--- src/rtl/spi_master.sv ---
// Single-byte SPI mode-0 initiator (MSB first) with optional chip-select hold
// so several bytes can be chained inside one frame.
module spi_master #(
  parameter int CLK_DIV = 4
) (
  input  logic       clk,
  input  logic       rst,
  input  logic       start,
  input  logic [7:0] tx_data,
  input  logic       hold,
  input  logic       stop,
  output logic       busy,
  output logic       done,
  output logic [7:0] rx_data,
  output logic       sclk,
  output logic       cs_n,
  output logic       mosi,
  input  logic       miso
);

  localparam int            CW       = $clog2(CLK_DIV + 1);
  localparam logic [CW-1:0] CNT_LAST = CW'(CLK_DIV - 1);

  typedef enum logic [2:0] {
    S_IDLE, S_SETUP, S_SHIFT, S_WAIT, S_CS_HOLD, S_GAP
  } state_e;

  state_e        state_q, state_d;
  logic [CW-1:0] cnt_q, cnt_d;
  logic [3:0]    edge_q, edge_d;
  logic [7:0]    tx_q, tx_d;
  logic [7:0]    rx_sh_q, rx_sh_d;
  logic [7:0]    rx_data_q, rx_data_d;
  logic          hold_q, hold_d;
  logic          busy_q, busy_d;
  logic          done_q, done_d;
  logic          sclk_q, sclk_d;
  logic          cs_n_q, cs_n_d;
  logic          mosi_q, mosi_d;
  logic          tick;

  assign tick = (cnt_q == CNT_LAST);

  always_comb begin
    state_d   = state_q;
    cnt_d     = cnt_q;
    edge_d    = edge_q;
    tx_d      = tx_q;
    rx_sh_d   = rx_sh_q;
    rx_data_d = rx_data_q;
    hold_d    = hold_q;
    busy_d    = busy_q;
    done_d    = 1'b0;
    sclk_d    = sclk_q;
    cs_n_d    = cs_n_q;
    mosi_d    = mosi_q;
    case (state_q)
      S_IDLE, S_WAIT: begin
        // start outranks stop when both arrive in WAIT
        if (start) begin
          tx_d    = tx_data;
          hold_d  = hold;
          cs_n_d  = 1'b0;
          mosi_d  = tx_data[7];
          busy_d  = 1'b1;
          cnt_d   = '0;
          state_d = S_SETUP;
        end else if (stop && (state_q == S_WAIT)) begin
          busy_d  = 1'b1;
          cnt_d   = '0;
          state_d = S_CS_HOLD;
        end
      end
      S_SETUP: begin
        if (tick) begin
          sclk_d  = 1'b1;
          rx_sh_d = {rx_sh_q[6:0], miso};
          edge_d  = '0;
          cnt_d   = '0;
          state_d = S_SHIFT;
        end else begin
          cnt_d = cnt_q + CW'(1);
        end
      end
      S_SHIFT: begin
        if (tick) begin
          cnt_d  = '0;
          edge_d = edge_q + 4'd1;
          // edge_q holds the index of the last edge made; even means it was a rise
          if (edge_q[0]) begin
            sclk_d  = 1'b1;
            rx_sh_d = {rx_sh_q[6:0], miso};
          end else begin
            sclk_d = 1'b0;
            if (edge_q == 4'd14) begin
              rx_data_d = rx_sh_q;
              done_d    = 1'b1;
              if (hold_q) begin
                busy_d  = 1'b0;
                state_d = S_WAIT;
              end else begin
                state_d = S_CS_HOLD;
              end
            end else begin
              mosi_d = tx_q[3'd6 - edge_q[3:1]];
            end
          end
        end else begin
          cnt_d = cnt_q + CW'(1);
        end
      end
      S_CS_HOLD: begin
        if (tick) begin
          cs_n_d  = 1'b1;
          mosi_d  = 1'b0;
          cnt_d   = '0;
          state_d = S_GAP;
        end else begin
          cnt_d = cnt_q + CW'(1);
        end
      end
      S_GAP: begin
        if (tick) begin
          busy_d  = 1'b0;
          cnt_d   = '0;
          state_d = S_IDLE;
        end else begin
          cnt_d = cnt_q + CW'(1);
        end
      end
      default: state_d = S_IDLE;
    endcase
  end

  always_ff @(posedge clk or posedge rst) begin
    if (rst) begin
      state_q   <= S_IDLE;
      cnt_q     <= '0;
      edge_q    <= '0;
      hold_q    <= 1'b0;
      busy_q    <= 1'b0;
      done_q    <= 1'b0;
      sclk_q    <= 1'b0;
      cs_n_q    <= 1'b1;
      mosi_q    <= 1'b0;
      rx_data_q <= '0;
    end else begin
      state_q   <= state_d;
      cnt_q     <= cnt_d;
      edge_q    <= edge_d;
      hold_q    <= hold_d;
      busy_q    <= busy_d;
      done_q    <= done_d;
      sclk_q    <= sclk_d;
      cs_n_q    <= cs_n_d;
      mosi_q    <= mosi_d;
      rx_data_q <= rx_data_d;
    end
  end

  // Shift data needs no reset: it is always fully overwritten before use
  always_ff @(posedge clk) begin
    tx_q    <= tx_d;
    rx_sh_q <= rx_sh_d;
  end

  assign busy    = busy_q;
  assign done    = done_q;
  assign rx_data = rx_data_q;
  assign sclk    = sclk_q;
  assign cs_n    = cs_n_q;
  assign mosi    = mosi_q;

endmodule

--- config.mk ---
export PLATFORM = sky130hd
export DESIGN_NAME = spi_master
export DESIGN_NICKNAME = d
export VERILOG_FILES = /design/src/rtl/spi_master.sv
export SDC_FILE = /design/constraint.sdc
export NUM_CORES = 1
export LEC_CHECK = 0
export ABC_AREA = 1
export BUFFER_PORTS_ARGS = -buffer_cell sky130_fd_sc_hd__buf_4
export CAP_MARGIN = 20
export CORE_MARGIN = 5
export CORE_UTILIZATION = 55
export CTS_BUF_LIST = sky130_fd_sc_hd__clkbuf_4
export DETAILED_ROUTE_END_ITERATION = 6
export GPL_ROUTABILITY_DRIVEN = 0
export PLACE_DENSITY = 0.78
export SETUP_SLACK_MARGIN = 0.3
export SKIP_LAST_GASP = 1
export SYNTH_ARGS = -nofsm -noshare
export SYNTH_HDL_FRONTEND = slang
export SYNTH_SLANG_ARGS = --single-unit
--- constraint.sdc ---
create_clock -name clk -period 4.3 [get_ports clk]
set_input_delay 0.645 -clock clk [delete_from_list [all_inputs] [get_ports clk]]
set_output_delay 0.645 -clock clk [all_outputs]
set_load 0.01 [all_outputs]
# Word level (Yosys, flattened, before mapping)
# Cells that the tools add are included.
# Widths: inputs -> output; s select.
[word_totals] regBits=40 latchBits=0 ram_bits=0 romBits=0 input_bits=14 out_inout_bits=13 wordCells=99 n_memories=0
[op_classes] addsub=3 multipliers=0 n_div=0 n_lt_le_gt_ge=1 eq_ne=18 shift=0 mux=46 bitwise=1 n_reduce_logical=18
[ops] op="$mux 3" count=12
[ops] op="$mux 8" count=3
[ops] op="$mux 1" count=20
[ops] op="$ne 2x2->1 const B" count=10
[ops] op="$pmux 8 s2" count=1
[ops] op="$pmux 3 s5" count=1
[ops] op="$reduce_and 7->1" count=2
[ops] op="$eq 3x2->1 const B" count=3
[ops] op="$mux 4" count=2
[ops] op="$pmux 4 s2" count=1
[ops] op="$reduce_and 4->1" count=2
[ops] op="$eq 3x3->1 const B" count=2
[ops] op="$pmux 1 s3" count=2
[ops] op="$pmux 3 s2" count=1
[ops] op="$reduce_and 3->1" count=2
[ops] op="$reduce_and 6->1" count=1
[ops] op="$reduce_bool 2->1" count=3
[ops] op="$reduce_bool 3->1" count=2
[ops] op="$add 4x1->4 const B" count=1
[ops] op="$eq 4x4->1 const B" count=1
[ops] op="$lt 3x4->1 const B" count=1
[ops] op="$pmux 1 s2" count=2
[ops] op="$reduce_and 2->1" count=2
[ops] op="$reduce_or 4->1" count=1
[ops] op="9 further kinds" count=9

# Longest topological paths before layout
[logic_depth] word_depth=7 mapped_depth=9 ltp_nobuf=9

# Worst setup path before layout
# OpenSTA, ideal clock, no wires.
[synth_timing] path_kind="reg2reg" start="register state_q[2]" end="register rx_sh_q[0], enable pin" setup_time_ps=375 t_arrival_ps=1285 required_time_ps=3925 path_slack_ps=2640 stages_incl_launch_ff=6 n_path_buf=0 period_less_slack_ps=1660 cell_sequence="dfrtp_1 inv_2 nand3_4 inv_6 nand2_4 a21oi_1"
[synth_between] elab_chain_len=3 elab_cells_between_ends=7 cone_classes="eq/ne: 5; reduce/logical: 2"
[synth_rtl] element="start: declaration" line="28" source="state_e state_q, state_d;"
[synth_rtl] element="start signal: assignment" line="148" source="state_q <= state_d;"
[synth_rtl] element="$eq 3x2->1 / $eq 3x1->1 (equally long branches)" line="57" source="case (state_q)"
[synth_rtl] element="$ne 2x2->1 (no source line) / $reduce_bool 2->1 (equally long branches)"
[synth_rtl] element="$reduce_and 4->1 (no source line) *"
[synth_rtl] element="end signal: assignment" line="164" source="rx_sh_q <= rx_sh_d;"
[synth_rtl] element="end: declaration" line="32" source="logic [7:0] rx_sh_q, rx_sh_d;"
# Mark *: on every way between the ends. The rest lies on a longest branch, timed or not.
# A chain may end at the register's enable or synchronous reset.

# Final worst setup path
[layout_timing] start="register state_q[2]" end="register rx_sh_q[1], enable pin"
# Same word-level chain as after synthesis.

==> key figures <==
Run status
  – Status: finished clean

Synthesis
  – Seq cells post-synth: 40
  – Top post-synthesis cells by area: dfrtp_1 (30%), edfxtp_1 (25%), nand2_1 (14%), nand3_1 (3.9%), inv_1 (3.7%)
  – Net Count, Synth: 228
  – Ys flop type: dfrtp_1
  – Synth Warn #: 0
  – Avg Synthesized Cell Area: 9.136 um2
  – Cells after synthesis: 209
  – Register area share after synthesis: 56.68%
  – Share of synthesized registers carrying an async set or reset: 60.00%
  – Post-synth cell types: 26
  – Post-synth design cell area: 1909 um2
  – EDFF count, synth: 16
  – Area leader, netlist: dfrtp_1
  – Dominant cell by count in the synthesized netlist: nand2_1
  – Most frequent cells after synthesis: nand2_1 (69), dfrtp_1 (23), inv_1 (19)
  – Synth top area share: 30.14%

Setup path
  – Required @ worst endpoint: 4.28 ns
  – Reg2reg end: rx_sh_q[1]$_DFFE_PP_
  – Worst Reg-to-Reg Cells: 5
  – Crit end category: flop
  – Worst-path fanout max: 8
  – Worst Path Arrival: 1.91 ns
  – Reg2reg start: state_q[2]$_DFFE_PP0P_
  – CP Class: flop to flop
  – CP Launch Type: flop
  – Flop-to-flop setup slack: 2.37 ns

Floorplan
  – IO Pins: 27
  – Die width: 68.92 um
  – CORE AREA: 3337 um2
  – Starting Density: 57.22%
  – Number of core rows: 21
  – Die ar.: 4750 um2
  – Die H: 68.92 um

Clock network
  – Post_cts resized: 0
  – Hold Buf Count CTS: 0
  – Reg clk slew, reported paths: 0.11 ns
  – Total setup buffers inserted after CTS: 0
  – H-tree Lvls: 2
  – Max clock buf depth: 2
  – Clock root buffer: clkbuf_4
  – Clk_lat worst skew: 0.35 ns
  – CTS tree: yes
  – TritonCTS Buffers: 5
  – Sink Count: 40

Timing
  – Worst-margin pin slew: 0.8860 ns
  – Final worst setup slack: 2.374 ns
  – Period minus WS final: 1.926 ns
  – Pins Over Slew Limit: 0
  – Setup Skew: 0.007382 ns
  – Fin crit share: 44.80%
  – RSZ-0062 raised after global routing: false
  – Final setup viols: 0
  – Final hold vios: 0
  – Fin Setup TNS: 0 ns
  – Fmax: 519.1 MHz
  – Worst slew margin: 40.87%

Route
  – Final wirelength: 3678 um
  – Avg Vias per Cell: 5.021
  – DR iter-0 viols: 101
  – Antenna Nets Post-Route: 0
  – Via count: 1,446
  – Wire length per cell: 12.77 um
  – Pre-antenna DRT Iters: 4
  – DRC errors left: 0

Global routing
  – Number of global-route vias before repair: 1,403
  – Global-route usage over all layers: 18.43%
  – First-pass GRT wire length: 6299 um
  – Largest net degree at the start of global routing: 25
  – GR Overflow Total: 0
  – Initial antenna violation count: 0

Pwr
  – Pleak: 1.139 nW
  – VDD IR max: 370.1 uV
  – P per Cell Area: 576.6 nW/um2

Worst hold path
  – Hold path depth: 2
  – WHS Endpoint: rx_data[7]$_DFFE_PP0P_
  – Hold Startpoint: rx_sh_q[7]$_DFFE_PP_
  – HP Class: flop to flop

Final layout
  – Nets: 260
  – Fin util: 67.04%
  – Layout cells sized above 1: 23.55%
  – ANT cells: 0
  – Area delta synth->final: 17.17%

Job
  – Max Cap Viol: 0

Placement
  – Buffers on Ports: 26
  – Post-DP HPWL: 2686 um
  – Pre-CTS setup slack: 2.410 ns
-- worst max-delay path: stages, from the launching register on --
cell and delay (ns):
dfrtp_1 0.46, inv_2 0.17, nand3_4 0.14, inv_6 0.12, nand2_4 0.06, a21oi_1 0.61
-- power by group --
group	internal, mW	total [mW]	switching (mW)
clock network	0.128	0.246	0.118
registers	0.480	0.550	0.0694
logic	0.174	0.494	0.320
total	0.782	1.29	0.508
-- state kept, by name, summed over array words and instances (netlist names) --
signal	cells
sclk	1
done	1
rx_data	8
edge_q	4
cnt_q	3
mosi	1
hold_q	1
cs_n	1
busy	1
tx_q	8
rx_sh_q	8
state_q	3
-- cells in the final DEF (no fill, tap or decap), drive strengths merged --
cell type,n
nand2,76
buf,26
inv,25
dfrtp,23
nor2,22
nand3,17
edfxtp,16
a21oi,9
o21ai,8
clkbuf,6
ha,5
nand4,2
clkinv,2
o21bai,1
o22ai,1
xnor2,1
bufinv,1
dfstp,1
-- worst max path at each step --
stage | cells past startpoint | endpoint | from
final | 5 | rx_sh_q[1]$_DFFE_PP_ | state_q[2]$_DFFE_PP0P_
after CTS | 5 | rx_sh_q[1]$_DFFE_PP_ | state_q[2]$_DFFE_PP0P_
after global routing | 5 | rx_sh_q[1]$_DFFE_PP_ | state_q[2]$_DFFE_PP0P_
after detailed placement | 5 | rx_sh_q[6]$_DFFE_PP_ | state_q[2]$_DFFE_PP0P_
after global placement | 5 | rx_sh_q[2]$_DFFE_PP_ | state_q[2]$_DFFE_PP0P_
after floorplan | 5 | rx_sh_q[0]$_DFFE_PP_ | state_q[2]$_DFFE_PP0P_
-- routing by layer --
metal / wire length, um / vias to the layer above / GRT usage (%) / part of all wire (%)
li1: - / 732 / - / -
met1: 1544 / 656 / 22.95 / 42
met2: 1870 / 53 / 31.07 / 51
met3: 228 / 5 / 5.024 / 6.2
met4: 36 / 0 / 5.839 / 0.98
met5: 0 / - / 0 / 0
-- cell type report --
cell class                 instances  area, um2
tap                               46      57.56
clock inverter                     2      35.03
timing repair buffer              26      195.2
fill                             281       1100
inverter                          26      102.6
sequential                        40       1082
multi-input combinational        142      719.4
clock buffer                       6      45.04
-- per-stage QoR --
step / hold slack, ns / cells / instance area [um2] / total power, mW
5_1_grt: 0.4416 / 288 / 2237 / 1.393
2_1_floorplan: 0.4184 / 209 / 1909 / 0.9158
3_3_place_gp: 0.4235 / 280 / 2157 / 1.028
4_1_cts: 0.4558 / 288 / 2237 / 1.294
3_5_place_dp: 0.4309 / 280 / 2157 / 1.044
6_report: 0.4562 / 288 / 2237 / 1.290
-- kinds of logic after synthesis --
group | count (synthesis) | synth area share (%)
AND/OR/NAND/NOR | 117 | 28.18
adder cells (fa/ha/maj) | 5 | 3.277
flip-flops | 40 | 56.68
AO/OA/AOI/OAI | 19 | 5.767
XOR/XNOR | 1 | 0.4588
buffers and inverters | 27 | 5.635
Power figures use the tool's default switching activity.
